[config.mk]
export PLATFORM = sky130hd
export DESIGN_NAME = tft_timing_gen
export DESIGN_NICKNAME = d
export VERILOG_FILES = /design/src/rtl/tft_timing_gen.sv
export SDC_FILE = /design/constraint.sdc
export NUM_CORES = 1
export LEC_CHECK = 0
export CORE_ASPECT_RATIO = 1.2
export CORE_MARGIN = 4
export CORE_UTILIZATION = 54
export DETAILED_ROUTE_END_ITERATION = 6
export HOLD_SLACK_MARGIN = 0.08
export PLACE_DENSITY = 0.85
export SLEW_MARGIN = 20
export SYNTH_ARGS = -nofsm -noshare
export SYNTH_HDL_FRONTEND = slang
export SYNTH_SLANG_ARGS = --single-unit
export TNS_END_PERCENT = 5
[constraint.sdc]
create_clock -name clkTFT10 -period 5.08 [get_ports clkTFT10]
set_input_delay 0.762 -clock clkTFT10 [delete_from_list [all_inputs] [get_ports clkTFT10]]
set_output_delay 0.762 -clock clkTFT10 [all_outputs]
set_load 0.1 [all_outputs]
[src/rtl/tft_timing_gen.sv]
// Pixel-clock timing generator for a parallel RGB TFT panel.
// Generates HSYNC/VSYNC/DE and frame-start from free-running pixel/line counters.
// Pulls pixels from the upstream line FIFO over a ready/valid handshake.
// All panel pins come from one register stage.
// The panel is held idle until the PLL lock has been stable for LOCK_WAIT clocks.
module tft_timing_gen #(
  parameter int unsigned H_ACTIVE  = 480,
  parameter int unsigned H_FP      = 2,
  parameter int unsigned H_SYNC    = 41,
  parameter int unsigned H_BP      = 2,
  parameter int unsigned V_ACTIVE  = 272,
  parameter int unsigned V_FP      = 2,
  parameter int unsigned V_SYNC    = 10,
  parameter int unsigned V_BP      = 2,
  parameter int unsigned LOCK_WAIT = 1024,
  parameter int unsigned RGB_W     = 24
) (
  input  logic             clkTFT10,
  input  logic             sysRst_n,
  input  logic             locked,
  input  logic             enable,
  input  logic [RGB_W-1:0] pixData,
  input  logic             pixValid,
  output logic             pixReady,
  output logic             tftHsync,
  output logic             tftVsync,
  output logic             tftDe,
  output logic [RGB_W-1:0] tftRgb,
  output logic             frameStart,
  output logic             underflow,
  input  logic             underflowClr,
  output logic             running
);

  localparam int unsigned H_TOTAL = H_ACTIVE + H_FP + H_SYNC + H_BP;
  localparam int unsigned V_TOTAL = V_ACTIVE + V_FP + V_SYNC + V_BP;
  localparam int unsigned HW      = $clog2(H_TOTAL);
  localparam int unsigned VW      = $clog2(V_TOTAL);
  localparam int unsigned LCW     = $clog2(LOCK_WAIT + 1);

  localparam logic [HW-1:0]  H_LAST    = HW'(H_TOTAL - 1);
  localparam logic [VW-1:0]  V_LAST    = VW'(V_TOTAL - 1);
  localparam logic [LCW-1:0] LOCK_LAST = LCW'(LOCK_WAIT - 1);

  // Region bounds kept as 32-bit values so H_BP/V_BP = 0 cannot overflow the counter width.
  localparam int unsigned HS_BEG = H_ACTIVE + H_FP;
  localparam int unsigned HS_END = H_ACTIVE + H_FP + H_SYNC;
  localparam int unsigned VS_BEG = V_ACTIVE + V_FP;
  localparam int unsigned VS_END = V_ACTIVE + V_FP + V_SYNC;

  localparam logic [0:0] ST_IDLE = 1'b0;
  localparam logic [0:0] ST_RUN  = 1'b1;

  logic [0:0]       r_state;
  logic [0:0]       w_state_d;
  logic [HW-1:0]    r_hcnt;
  logic [HW-1:0]    w_hcnt_d;
  logic [VW-1:0]    r_vcnt;
  logic [VW-1:0]    w_vcnt_d;
  logic [LCW-1:0]   r_lock_cnt;
  logic             r_lock_meta;
  logic             r_lock_sync;

  logic             r_hsync;
  logic             r_vsync;
  logic             r_de;
  logic [RGB_W-1:0] r_rgb;
  logic             r_frame_start;
  logic             r_underflow;

  logic             w_run;
  logic             w_act;
  logic             w_hs;
  logic             w_vs;
  logic             w_lock_done;
  logic             w_frame_end;

  assign w_run       = (r_state == ST_RUN);
  assign w_act       = (32'(r_hcnt) < H_ACTIVE) && (32'(r_vcnt) < V_ACTIVE);
  assign w_hs        = (32'(r_hcnt) >= HS_BEG) && (32'(r_hcnt) < HS_END);
  assign w_vs        = (32'(r_vcnt) >= VS_BEG) && (32'(r_vcnt) < VS_END);
  assign w_lock_done = r_lock_sync && (r_lock_cnt == LOCK_LAST);
  assign w_frame_end = (r_hcnt == H_LAST) && (r_vcnt == V_LAST);

  // Two-flop synchronizer for the asynchronous PLL lock.
  always_ff @(posedge clkTFT10 or negedge sysRst_n) begin
    if (!sysRst_n) begin
      r_lock_meta <= 1'b0;
      r_lock_sync <= 1'b0;
    end else begin
      r_lock_meta <= locked;
      r_lock_sync <= r_lock_meta;
    end
  end

  // Lock stability counter; saturates so a later enable restarts without a new wait.
  always_ff @(posedge clkTFT10 or negedge sysRst_n) begin
    if (!sysRst_n) begin
      r_lock_cnt <= '0;
    end else if (!r_lock_sync) begin
      r_lock_cnt <= '0;
    end else if (r_lock_cnt != LOCK_LAST) begin
      r_lock_cnt <= r_lock_cnt + LCW'(1);
    end
  end

  // Next-state and counter logic: frames always complete unless lock is lost.
  always_comb begin
    w_state_d = r_state;
    w_hcnt_d  = '0;
    w_vcnt_d  = '0;
    if (r_state == ST_RUN) begin
      if (!r_lock_sync) begin
        w_state_d = ST_IDLE;
      end else if (w_frame_end && !enable) begin
        w_state_d = ST_IDLE;
      end else if (r_hcnt == H_LAST) begin
        w_vcnt_d = (r_vcnt == V_LAST) ? '0 : r_vcnt + VW'(1);
      end else begin
        w_hcnt_d = r_hcnt + HW'(1);
        w_vcnt_d = r_vcnt;
      end
    end else if (w_lock_done && enable) begin
      w_state_d = ST_RUN;
    end
  end

  // State and counter registers.
  always_ff @(posedge clkTFT10 or negedge sysRst_n) begin
    if (!sysRst_n) begin
      r_state <= ST_IDLE;
      r_hcnt  <= '0;
      r_vcnt  <= '0;
    end else begin
      r_state <= w_state_d;
      r_hcnt  <= w_hcnt_d;
      r_vcnt  <= w_vcnt_d;
    end
  end

  // Panel output stage: one cycle behind the counters, forced idle outside RUN.
  always_ff @(posedge clkTFT10 or negedge sysRst_n) begin
    if (!sysRst_n) begin
      r_hsync       <= 1'b1;
      r_vsync       <= 1'b1;
      r_de          <= 1'b0;
      r_rgb         <= '0;
      r_frame_start <= 1'b0;
    end else begin
      r_hsync       <= ~(w_run && w_hs);
      r_vsync       <= ~(w_run && w_vs);
      r_de          <= w_run && w_act;
      r_rgb         <= (w_run && w_act && pixValid) ? pixData : '0;
      r_frame_start <= w_run && (r_hcnt == '0) && (r_vcnt == '0);
    end
  end

  // Sticky underflow flag; a new miss beats a simultaneous clear.
  always_ff @(posedge clkTFT10 or negedge sysRst_n) begin
    if (!sysRst_n) begin
      r_underflow <= 1'b0;
    end else if (w_run && w_act && !pixValid) begin
      r_underflow <= 1'b1;
    end else if (underflowClr) begin
      r_underflow <= 1'b0;
    end
  end

  assign pixReady   = w_run && w_act;
  assign tftHsync   = r_hsync;
  assign tftVsync   = r_vsync;
  assign tftDe      = r_de;
  assign tftRgb     = r_rgb;
  assign frameStart = r_frame_start;
  assign underflow  = r_underflow;
  assign running    = w_run;

endmodule

==> results of run 1 <==
==> logic make-up (layout without fill, tap and decap cells) <==
group / after synthesis / count (layout) / share of synthesized area, %
buf+inv: 23 / 89 / 4.44
mux: 3 / 3 / 1.10
simple gates: 118 / 118 / 23.8
compound gates: 28 / 28 / 6.95
flops: 62 / 62 / 56.8
fa+ha+maj: 6 / 6 / 2.74
xor+xnor: 13 / 13 / 4.16
==> layout by cell type, fill, tap and decap left out, drive strengths merged, types with 2 or more instances in the layout <==
master         netlist  final
dfrtp               60     60
clkdlybuf4s50        0     59
and3                27     27
nor2                23     23
nand2               15     15
nand3               13     13
inv                 12     12
xnor2               11     11
clkbuf               8     10
nand4                8      8
nor3                 8      8
a21oi                6      6
ha                   6      6
o21ai                6      6
or4                  6      6
bufinv               0      4
o31ai                3      3
nand2b               3      3
mux2i                3      3
and2                 2      2
xor2                 2      2
and4b                2      2
and4                 2      2
nor4                 2      2
a31oi                2      2
nor3b                2      2
dfstp                2      2
or3                  2      2
buf                  3      2
==> final cells by class <==
cell class | count | area [um^2]
Sequential cell | 62 | 1550
Multi-Input combinational cell | 168 | 1060
Clock buffer | 10 | 138
Clock inverter | 6 | 133
Inverter | 12 | 45.0
Fill cell | 327 | 1300
Tap cell | 60 | 75.1
Timing Repair Buffer | 61 | 603
==> flip-flops by register name, summed over array words and instances (netlist names) <==
signal and flops:
r_lock_sync 1, running 1, tftDe 1, r_lock_meta 1, frameStart 1, tftHsync 1
tftVsync 1, underflow 1, r_lock_cnt 11, r_vcnt 9, r_hcnt 10, tftRgb 24
==> final timing paths <==
| kind | to | slack, ps | depth (start not counted) |
|---|---|---|---|
| hold reg to reg | r_lock_sync | 360 | 0 |
| setup / recovery | pixReady | 1060 | 3 |
| min in group asynchronous | r_vcnt[1] | 540 | 2 |
| max in group asynchronous | tftRgb[21] | 4020 | 2 |
| setup reg to reg | r_vcnt[7] | 2810 | 4 |
| hold / removal | r_lock_sync | 360 | 0 |
==> routing by layer <==
metal / up-vias / share of wire [%] / routed length, um / GRT usage, %
met1: 1030 / 39 / 2300 / 22.3
met4: 0 / 2.9 / 172 / 11.9
met2: 76 / 51 / 3000 / 34.1
li1: 1018 / - / - / -
met5: - / 0 / 0 / 0
met3: 16 / 7.3 / 434 / 6.92
==> worst reg2reg max path, stage by stage (launching register included) <==
cell	delay, ps
dfrtp_1	440
or4_4	590
or3_4	460
or4_1	540
a21oi_1	170
==> cell usage after synthesis, drive strengths merged, types with 3 or more instances <==
master  instances  area, um^2
o31ai           3        22.5
mux2i           3        30.0
inv            12        45.0
ha              6        75.1
clkbuf          8        50.1
a21oi           6        30.0
nor2           23        86.3
nand2          15        56.3
dfrtp          60        1500
nor3            8        40.0
nand4           8        50.1
xnor2          11        96.3
nand3          13        65.1
o21ai           6        30.0
buf             3        26.3
and3           27         169
nand2b          3        18.8
or4             6        48.8
==> where the power goes <==
group	switching [mW]	leakage, nW	internal [mW]
clock	0.191	0.132	0.388
combinational	0.0171	0.643	0.0227
sequential	0.00386	0.853	0.496
==> metrics by stage <==
stage,hold WS [ps],area [um^2]
finish,358,3610
global route,369,3610
CTS,363,3610
detailed placement,345,3340
global placement,334,3340
floorplan,331,2740
==> impl_metrics.toml, run 1 <==
[run_status]
outcome = "complete, no violations"

[layout]
drive_gt1_share_pct = 7.84
fin_nets = 350
fin_cells = 379
utilization_pct = 73.6
area_growth_pct = 31.9
antenna_cells = 0

[global_route]
grt_overflow = 0
grt_pass1_wl_mm = 9.63
track_usage_pct = 20.5
grt_max_degree = 63
grt_pass1_vias = 2093
antenna_found_initial = 0

[setup_path]
path_max_fanout = 27
start_kind = "flip-flop"
crit_type = "flip-flop to output pin"
cp-end-kind = "output pin"
crit_chain = "o41ai_1 -> and4b_1 -> clkdlybuf4s50_1"
crit_slowest_cell = "clkdlybuf4s50_1"
cpLargestDelayFamily = "buffers and inverters"
startpoint = "r_vcnt[4]"
r2r-start = "r_hcnt[6]"
required_ps = 4320
path_buf_inv = 1
worstPathArrival_ps = 3250
critical_path.max_stage_delay_ps = 1270

[yosys]
synth_seq_area_share_pct = 56.8
synth_area_um2 = 2740
ys_warn_count = 0
syn_inst = 253
synth_edf_count = 0
synth_fp_nets = 289
syn_area_per_cell_um2 = 10.8
async_flop_share_pct = 100
synth_flop_cell = "dfrtp_1"
synth.distinct_cells = 46
ys_ff_latch = 62

[sta]
max_freq_mhz = 249
clock_skew_ps = 6.66
worst_slack_ps = 1060
hold_violations = 0
rsz0062_at_grt = "false"
drv_slew = 0
fin_crit_ps = 4020
tns_ps = 0
period_share_pct = 79.1
slew_headroom_pct = 32.7
setup_viol = 0
max_slew.worst_pin.slew_ps = 1010

[die]
die_area_um2 = 6280
die_h_um = 86.0
io_pins = 61
core_um2 = 4900
num_rows = 28
initial_utilization_pct = 55.8
fp.dieW_um = 73.0

[detailed_routing]
drt_wl_total_mm = 5.91
drtAntennaViolNets = 0
drc_errors = 0
detail_route.vias_per_cell = 5.65
drt_iter0_markers = 208
drt_pass1_iterations = 7
via_count = 2140
wire_per_inst_um = 15.6

[cts]
cts-resized-gates = 0
cts_made_buffers = 9
htreeDepth = 3
root_buffer = "clkbuf_8"
cts.sinks = 62
cts_tree = "done"
clock_latency_ps = 340
cts_setup_buffers = 0
clock_path_buffers = 2
clk_pin_slew_ps = 70
ctsHoldBuffers = 0

[power_and_ir_drop]
power_mw = 1.12
leakage_nw = 1.63
p_per_area_nw_per_um2 = 310
ir_drop_mv = 0.243

[placed_design]
gp_congestion = 0.866
place_hpwl_mm = 4.10
dp_cells = 363
io_buffer_count = 60
post-place-ws_ps = 1510

[hold_path]
hold_path_class = "flip-flop to flip-flop"
min-delay-start = "r_lock_meta"

[run]
cap_violations = 0
Power figures use the tool's default switching activity.
==> inputs of run 2 (changes only) <==
--- a/config.mk
+++ b/config.mk
@@ -7,10 +7,10 @@
 export LEC_CHECK = 0
 export CORE_ASPECT_RATIO = 1.2
 export CORE_MARGIN = 4
-export CORE_UTILIZATION = 54
+export CORE_UTILIZATION = 45
 export DETAILED_ROUTE_END_ITERATION = 6
 export HOLD_SLACK_MARGIN = 0.08
-export PLACE_DENSITY = 0.85
+export PLACE_DENSITY = 0.75
 export SLEW_MARGIN = 20
 export SYNTH_ARGS = -nofsm -noshare
 export SYNTH_HDL_FRONTEND = slang
==> constraint.sdc (replaced) <==
create_clock -name clkTFT10 -period 3.4 [get_ports clkTFT10]
set_input_delay 0.51 -clock clkTFT10 [delete_from_list [all_inputs] [get_ports clkTFT10]]
set_output_delay 0.51 -clock clkTFT10 [all_outputs]
set_load 0.1 [all_outputs]
==> run 2 against run 1 <==
Sequential power up 50%. Hold slack got worse by 130 ps. Global-route usage is 3.5 points lower. Core utilization shrank 12 points. Design area down 2.0%. First-iteration DRC count shrank 53%. Flip-flop and latch count did not move. Register-to-register slack lost 1700 ps. Critical path depth decreased by 2. Largest cell class unchanged. Largest power group is now registers. Highest routed layer unchanged.
==> impl_metrics.toml, run 2 (synthesis gave the netlist of run 1 again) <==
[run_status]
outcome = "complete, no violations"

[layout]
largest_reg_flops = 24
stdcell_area_um2 = 3540
drive_gt1_share_pct = 7.81
antenna_cells = 0
final_cell_mix = "dfrtp_1, clkdlybuf4s50_1, and3_1, nor2_1, nand2_1"
fin_cells = 400
multi_input_area_um2 = 1060
area_growth_pct = 29.3
fin_nets = 351
final_common_cell = "dfrtp_1"
regArea_um2 = 1550
fillCellCount = 511

[cts]
ctsHoldBuffers = 0
cts_tree = "done"
cts-resized-gates = 0
cts_made_buffers = 9
root_buffer = "clkbuf_8"
clock_latency_ps = 330
clock_path_buffers = 2
clk_pin_slew_ps = 70
cts.sinks = 62
cts_setup_buffers = 0
htreeDepth = 3

[detailed_routing]
drt_pass1_iterations = 4
drtAntennaViolNets = 0
detail_route.vias_per_cell = 5.20
drt_iter0_markers = 97
wire_per_inst_um = 14.5
via_count = 2079
drt_wl_total_mm = 5.80
drc_errors = 0

[power_and_ir_drop]
switching_share_pct = 22.2
ir_drop_mv = 0.321
p_per_area_nw_per_um2 = 384
leakage_nw = 1.59
power_mw = 1.36
internal_power_mw = 1.06
comb_power_share_pct = 4.4
seq_power_share_pct = 55.1
clkPwrFrac_pct = 40.5
power.net_switching_mw = 0.301

[global_route]
grt_pass1_vias = 2053
grt_pass1_wl_mm = 9.69
grt_max_degree = 33
track_usage_pct = 17.0
grt_overflow = 0
antenna_found_initial = 0

[placed_design]
place_hpwl_mm = 4.18
io_buffer_count = 60
gp_congestion = 0.849
postPlaceCellArea_um2 = 3370
dp_cells = 384

[die]
die_h_um = 93.4
initial_utilization_pct = 47.3
die_area_um2 = 7400
fp.dieW_um = 79.2
io_pins = 61
core_um2 = 5780
num_rows = 30

[setup_path]
r2r-start = "r_hcnt[6]"
reg2reg_depth = 4
critical_path.max_stage_delay_ps = 1180
cpLargestDelayFamily = "buffers and inverters"
crit_slowest_cell = "clkdlybuf4s50_1"
worstPathArrival_ps = 1990
cp-end-kind = "output pin"
path_buf_inv = 1
path_max_fanout = 7
crit_type = "flip-flop to output pin"
rrSetupSlack_ps = 1150
start_kind = "flip-flop"
reg2reg_to = "r_vcnt[7]"
required_ps = 2890
crit_chain = "clkdlybuf4s50_1"

[run]
cap_violations = 0

[hold_path]
hold_path_class = "input port to asynchronous set/reset pin"

[sta]
drv_slew = 0
setup_viol = 0
hold_violations = 0
tns_ps = 0
rsz0062_at_grt = "false"
fin_crit_ps = 2500
clock_skew_ps = 8.97
max_slew.worst_pin.slew_ps = 994
max_freq_mhz = 400
period_share_pct = 73.6
hold_slack_ps = 225
slew_headroom_pct = 33.5
-- run 2: cell types whose count changed in the layout (fill, tap and decap cells not counted), moves of 2 or more --
cell       before  now
bufinv_16       4    0
clkbuf_1        0    2
clkinv_2        1    3
buf_4           1    3
-- run 2: cell type report --
cell class / instances / area share [%]
Clock buffer: 12 / 4.10
Clock inverter: 4 / 0.637
Inverter: 12 / 1.27
Multi-Input combinational cell: 168 / 30.0
Sequential cell: 62 / 43.9
Tap cell: 80 / 2.83
Timing Repair Buffer: 62 / 17.2
-- run 2: how the worst max path moves through the flow --
stage               slack, ps  depth (start not counted)         to       from
global placement         1230                          4  r_vcnt[5]  r_hcnt[6]
finish                    900                          1    running    running
global route              730                          4   pixReady  r_vcnt[4]
floorplan                 440                          3   pixReady    running
CTS                       870                          4   pixReady  r_vcnt[4]
detailed placement       1160                          4    running  r_hcnt[6]
-- run 2: power by group through the flow --
| stage | registers [mW] | clock network, mW | logic (mW) |
|---|---|---|---|
| after global placement | 0.761 | 0 | 0.0599 |
| after global routing | 0.748 | 0.607 | 0.0673 |
| after floorplan | 0.759 | 0 | 0.0123 |
| final | 0.748 | 0.550 | 0.0603 |
| after CTS | 0.747 | 0.567 | 0.0618 |
| after detailed placement | 0.761 | 0 | 0.0613 |
-- run 2: layer usage --
metal	global-route usage [%]	vias to the layer above	wire length, um
met5	0	-	0
met4	7.59	0	84
met3	7.13	8	350
met2	26.4	52	3000
met1	20.6	1007	2360
li1	-	1012	-
-- run 2: per-stage QoR --
stage          utilization [%]  setup slack, ps
2_1_floorplan                -              437
6_report                  61.2              899
3_5_place_dp              58.3             1160
5_1_grt                   61.2              731
3_3_place_gp              58.3             1230
4_1_cts                   61.2              867
